## config.mk

```make
export PLATFORM = sky130hd
export DESIGN_NAME = mux_1_to_8_dispatch
export DESIGN_NICKNAME = d
export VERILOG_FILES = /design/src/rtl/mux_1_to_8_dispatch.sv
export SDC_FILE = /design/constraint.sdc
export NUM_CORES = 1
export LEC_CHECK = 0
export CAP_MARGIN = 25
export CORE_MARGIN = 3
export CORE_UTILIZATION = 42
export DETAILED_ROUTE_END_ITERATION = 7
export GPL_TIMING_DRIVEN = 1
export PLACE_DENSITY_LB_ADDON = 0.3
export SETUP_SLACK_MARGIN = 0.02
export SLEW_MARGIN = 20
export SYNTH_ARGS = -nofsm -noshare
export SYNTH_HDL_FRONTEND = slang
export SYNTH_SLANG_ARGS = --single-unit
export TNS_END_PERCENT = 20
```

## constraint.sdc

```tcl
create_clock -name clk -period 2.6 [get_ports clk]
set_input_delay 0.26 -clock clk [delete_from_list [all_inputs] [get_ports clk]]
set_output_delay 0.26 -clock clk [all_outputs]
set_load 0.05 [all_outputs]
```

## src/rtl/mux_1_to_8_dispatch.sv

```systemverilog
`default_nettype none
// ============================================================================
// Module   : mux_1_to_8_dispatch
// Purpose  : Write-side 1-to-8 dispatcher. Accepts one N_BITS request tagged
//            with a 3-bit lane selector and delivers it to exactly one of 8
//            destination lanes over a valid/ready handshake. Registered
//            output stage. Requests to lanes disabled in LANE_MASK are
//            accepted and discarded, and a one-cycle Drop_Pulse flags them.
// Ports    : clk        - clock, rising edge
//            reset      - asynchronous active-low reset
//            In_Valid   - request present
//            In_Ready   - request accepted this cycle when In_Valid is high
//            Selector   - destination lane of the request
//            Data_In    - request data
//            Out_Valid  - one-hot lane valid (zero when idle)
//            Out_Ready  - per-lane ready; only the held lane's bit matters
//            Data_Out   - data bus shared by all lanes
//            Drop_Pulse - one-cycle pulse for a discarded request
//            Xfer_Count - completed lane transfers, wraps silently
// Options  : MUX_1_TO_8_SKID_EN - adds a skid entry; In_Ready becomes a
//            registered signal with no combinational path from Out_Ready.
// Revision : 1.0 - initial release
// ============================================================================
module mux_1_to_8_dispatch #(
  parameter int          N_BITS     = 32,
  parameter logic [7:0]  LANE_MASK  = 8'hFF,
  parameter int          COUNT_BITS = 16
) (
  input  logic                  clk,
  input  logic                  reset,
  input  logic                  In_Valid,
  output logic                  In_Ready,
  input  logic [2:0]            Selector,
  input  logic [N_BITS-1:0]     Data_In,
  output logic [7:0]            Out_Valid,
  input  logic [7:0]            Out_Ready,
  output logic [N_BITS-1:0]     Data_Out,
  output logic                  Drop_Pulse,
  output logic [COUNT_BITS-1:0] Xfer_Count
);

  localparam logic [1:0] c_ST_EMPTY = 2'd0;
  localparam logic [1:0] c_ST_FULL  = 2'd1;
`ifdef MUX_1_TO_8_SKID_EN
  localparam logic [1:0] c_ST_SKID  = 2'd2;
`endif

  logic [1:0]            r_state;
  logic [2:0]            r_lane;
  logic [N_BITS-1:0]     r_data;
  logic                  r_drop;
  logic [COUNT_BITS-1:0] r_count;

  logic [1:0]            w_state_nxt;
  logic                  w_sel_rdy;
  logic                  w_lane_en;
  logic                  w_accept;
  logic                  w_load;
  logic                  w_count_inc;
  logic [7:0]            w_onehot;

`ifdef MUX_1_TO_8_SKID_EN
  logic [2:0]            r_skid_lane;
  logic [N_BITS-1:0]     r_skid_data;
  logic                  r_in_ready;
  logic                  w_skid_load;
  logic                  w_skid_move;
`endif

  // Only the held lane's ready is observed; other lanes' ready bits are ignored.
  assign w_sel_rdy = Out_Ready[r_lane];
  assign w_lane_en = LANE_MASK[Selector];
  assign w_accept  = In_Valid & In_Ready;

`ifdef MUX_1_TO_8_SKID_EN
  // Registered ready: low exactly while the skid entry is occupied.
  assign In_Ready = r_in_ready;
`else
  // When FULL, a new request can only enter on the edge the held one leaves.
  assign In_Ready = (r_state == c_ST_EMPTY) | w_sel_rdy;
`endif

  always_comb begin
    w_onehot = 8'h00;
    if (r_state != c_ST_EMPTY) begin
      w_onehot[r_lane] = 1'b1;
    end
  end

  assign Out_Valid  = w_onehot;
  assign Data_Out   = r_data;
  assign Drop_Pulse = r_drop;
  assign Xfer_Count = r_count;

  always_comb begin
    w_state_nxt = r_state;
    w_load      = 1'b0;
    w_count_inc = 1'b0;
`ifdef MUX_1_TO_8_SKID_EN
    w_skid_load = 1'b0;
    w_skid_move = 1'b0;
`endif
    case (r_state)
      c_ST_EMPTY: begin
        if (w_accept && w_lane_en) begin
          w_load      = 1'b1;
          w_state_nxt = c_ST_FULL;
        end
      end
      c_ST_FULL: begin
        if (w_sel_rdy) begin
          w_count_inc = 1'b1;
          if (w_accept && w_lane_en) begin
            w_load = 1'b1;
          end else begin
            w_state_nxt = c_ST_EMPTY;
          end
        end
`ifdef MUX_1_TO_8_SKID_EN
        else if (w_accept && w_lane_en) begin
          w_skid_load = 1'b1;
          w_state_nxt = c_ST_SKID;
        end
`endif
      end
`ifdef MUX_1_TO_8_SKID_EN
      c_ST_SKID: begin
        if (w_sel_rdy) begin
          w_count_inc = 1'b1;
          w_skid_move = 1'b1;
          w_state_nxt = c_ST_FULL;
        end
      end
`endif
      default: w_state_nxt = c_ST_EMPTY;
    endcase
  end

  always_ff @(posedge clk or negedge reset) begin
    if (!reset) begin
      r_state <= c_ST_EMPTY;
      r_lane  <= 3'd0;
      r_data  <= '0;
      r_drop  <= 1'b0;
      r_count <= '0;
    end else begin
      r_state <= w_state_nxt;
      // Drops are decided at accept time from the mask alone.
      r_drop  <= w_accept & ~w_lane_en;
      if (w_count_inc) begin
        r_count <= r_count + COUNT_BITS'(1);
      end
      if (w_load) begin
        r_lane <= Selector;
        r_data <= Data_In;
      end
`ifdef MUX_1_TO_8_SKID_EN
      else if (w_skid_move) begin
        r_lane <= r_skid_lane;
        r_data <= r_skid_data;
      end
`endif
    end
  end

`ifdef MUX_1_TO_8_SKID_EN
  always_ff @(posedge clk or negedge reset) begin
    if (!reset) begin
      r_skid_lane <= 3'd0;
      r_skid_data <= '0;
      r_in_ready  <= 1'b1;
    end else begin
      r_in_ready <= (w_state_nxt != c_ST_SKID);
      if (w_skid_load) begin
        r_skid_lane <= Selector;
        r_skid_data <= Data_In;
      end
    end
  end
`endif

endmodule
`default_nettype wire

```

==> results.md <==
* H-tree levels at 2
* WP data arrival at roughly 2 ns
* Layout area overhead at 49.3%
* Normalized max-slew margin at 0.575
* Vias in the first global route at approximately 1800
* Row count at 27
* Die X at 82.1 um
* Post-synthesis cell area at approximately 2400 um^2
* Number of vias per cell at between 4 and 5
* Critical-path top delay cell: clkdlybuf4s50_1
* Slew Limit Fails at 0
* Crit Path Category: reg -> out
* End of the worst register-to-register path: Data_Out[8]$_DFFE_PN0P_
* Root buffer cell: clkbuf_8
* Setup TNS at 0 ns
* Total CTS buffers at 5
* First-pass GRT wire length at just under 9000 um
* Sequential share of power at 0.271
* YS warnings at 0
* Area share of the largest cell type after synthesis at 0.535
* Final ANT Viol Nets at 0
* Antenna violations before repair at 0
* Setup Buffers After CTS at 0
* Initial DRC count at 82
* Antenna diode count at 0
* Pint at ~2.8 mW
* Pleak at around 1.5 nW
* Core area at approximately 5500 um^2
* # port buffers at 102
* R2R Path Start: r_lane[1]$_DFFE_PN0P_
* PwrDens at roughly 1400 nW/um^2
* DIE HEIGHT at 82.1 um
* Fmax at around 440 MHz
* Synth area leaders: dfrtp_1, mux2_4, xnor2_1
* Final Non-Filler Cells at 356
* Layout cells sized above 1 at 0.187
* Cell chain of the critical path: inv_1, nand2_1, nor3_1, clkdlybuf4s50_1
* CTS sink cnt at 52
* Clock Tree Buf Depth at 2
* WL per Instance at 15.6 um
* Drc violations at 0
* Post-synth top area cell: dfrtp_1
* Sequential share of the synthesized area at 0.535
* CP required at 2.34 ns
* Commonest non-fill, non-tap cell in the layout: clkdlybuf4s50_1
* Fin crit share at 0.868
* CP Launch Type: flip-flop
* CTS-repair resized insts at 0
* Endpoints failing setup at 0
* Pin count of the biggest net entering global routing at 53
* Worst-path clk slew at 0.09 ns
* GRT overflow at 0
* GP Congestion at ~0.76
* Unrepaired setup endpoints after global routing: no
* Worst ir drop on vdd at between 0.0008 and 0.0009 V
* Placed cells at 348
* Combinational group share of total power at 0.625
* # hold bufs at CTS at 0
* Reg2Reg Setup Slack at about 0.50 ns
* Nets at 330
* Die area at 6740 um^2
* Clk_lat worst skew at 0.29 ns
* Yosys reg bits at 52
* Iteration count of the initial detailed-routing pass at 5
* Fin. Hold Viols at 0
* Switching share of power at 0.468
* I/O pin total at 104
* Post-Syn Nets at 228
* CTS tree: built
* Syn Inst Count at roughly 180
* Worst R2R Path Depth at 5
* Worst stage delay on the critical path at 0.84 ns
* CP Max Fanout at 6
* Gr usage total at 0.169
* MaxCap Viol Count at 0
* Post-route cell area at 3630 um^2
* HP Class: in -> async
* Yosys cell types at 26
* Most frequent cells in the layout: clkdlybuf4s50_1, dfrtp_1, mux2_4
* Slew @ Worst Pin at 0.637 ns
* Outcome: completed
* Final WL at 5550 um
* Vias post-DR at 1772
* Dpl hpwl at 4010 um
* Mean Syn Cell Area at 13.4 um^2
* Worst Skew at 0.00398 ns
* Min Clock Period, post-route at 2.26 ns
* Dpl cell area at 3520 um^2
* Worst setup EP type: output port
* Net Switching at 2.45 mW
* Initial Utilization at 0.439
* Clock share of power at 0.103
[critical path: cells and delay by family, from the launching register on]
family,cells,cell delay [ns]
flops,1,0.47
simple gates,2,0.27
buf+inv,2,0.96
[final cells by class]
cell class / count / area [um^2]
fillers: 441 / 1910
flip-flops and latches: 52 / 1300
repair buffers: 106 / 1070
multi-input cells: 115 / 1050
well taps: 72 / 90.1
clock buffers: 5 / 68.8
clock inverters: 3 / 42.5
inverters: 3 / 11.3
[metal layers]
| layer | GRT usage | share of wire | wire length, um |
|---|---|---|---|
| met2 | 0.274 | 0.49 | 2720 |
| met4 | 0.0482 | 0.0083 | 46 |
| met1 | 0.226 | 0.44 | 2460 |
| met3 | 0.0395 | 0.058 | 324 |
| met5 | 0 | 0 | 0 |
[synth_stat cells, drive strengths merged]
master and number:
o21ai 7, nor2 11, nand2b 2, nor3 6
a21o 1, o211ai 5, nand4 2, buf 6
inv 3, conb 1, clkbuf 5, nor4 3
nand3 3, o31ai 1, mux2i 4, mux2 36
o32ai 2, ha 1, o2111ai 3, nand2 11
and4 1, dfrtp 52, xnor2 15
[power by group through the flow]
stage,Clock [mW],Sequential [mW],Combinational (mW)
after global placement,0,1.42,3.26
after CTS,0.556,1.42,3.30
after detailed placement,0,1.43,3.29
after floorplan,0,2.38,1.33
after global routing,0.592,1.48,3.43
final,0.541,1.42,3.27
[kinds of logic after synthesis]
group / Yosys count / synth area share
adders and majority gates: 1 / 0.00515
AOI/OAI and AO/OA: 19 / 0.0659
buffers and inverters: 14 / 0.0345
muxes: 40 / 0.230
xor gates and xnor gates: 15 / 0.0540
DFF: 52 / 0.535
and+or+nand+nor: 39 / 0.0741
other: 1 / 0.00154
[flip-flops by register name, summed over array words and instances, names as in the netlist]
name	count
Data_Out	32
Xfer_Count	16
r_lane	3
r_state	1
[how the worst max path moves through the flow]
stage                                         end  depth (start not counted)              startpoint
final                                Out_Valid[0]                          4   r_lane[0]$_DFFE_PN0P_
after global placement    Data_Out[7]$_DFFE_PN0P_                          6            Out_Ready[7]
after floorplan                          In_Ready                          6   r_lane[1]$_DFFE_PN0P_
after detailed placement  Data_Out[9]$_DFFE_PN0P_                          6            Out_Ready[7]
after CTS                            Out_Valid[0]                          4   r_lane[0]$_DFFE_PN0P_
after global routing                 Out_Valid[1]                          3  r_state[0]$_DFFE_PN0P_
[through the flow]
step | hold slack [ns] | total power [mW] | worst slack [ns] | util
final | 0.0642 | 5.23 | 0.342 | 0.655
after CTS | 0.0864 | 5.28 | 0.332 | 0.655
after global placement | 0.415 | 4.68 | 0.455 | 0.635
after detailed placement | 0.417 | 4.72 | 0.387 | 0.635
after floorplan | -0.0356 | 3.71 | 0.553 | -
after global routing | 0.104 | 5.50 | 0.219 | 0.655
Power figures use the tool's default switching activity.
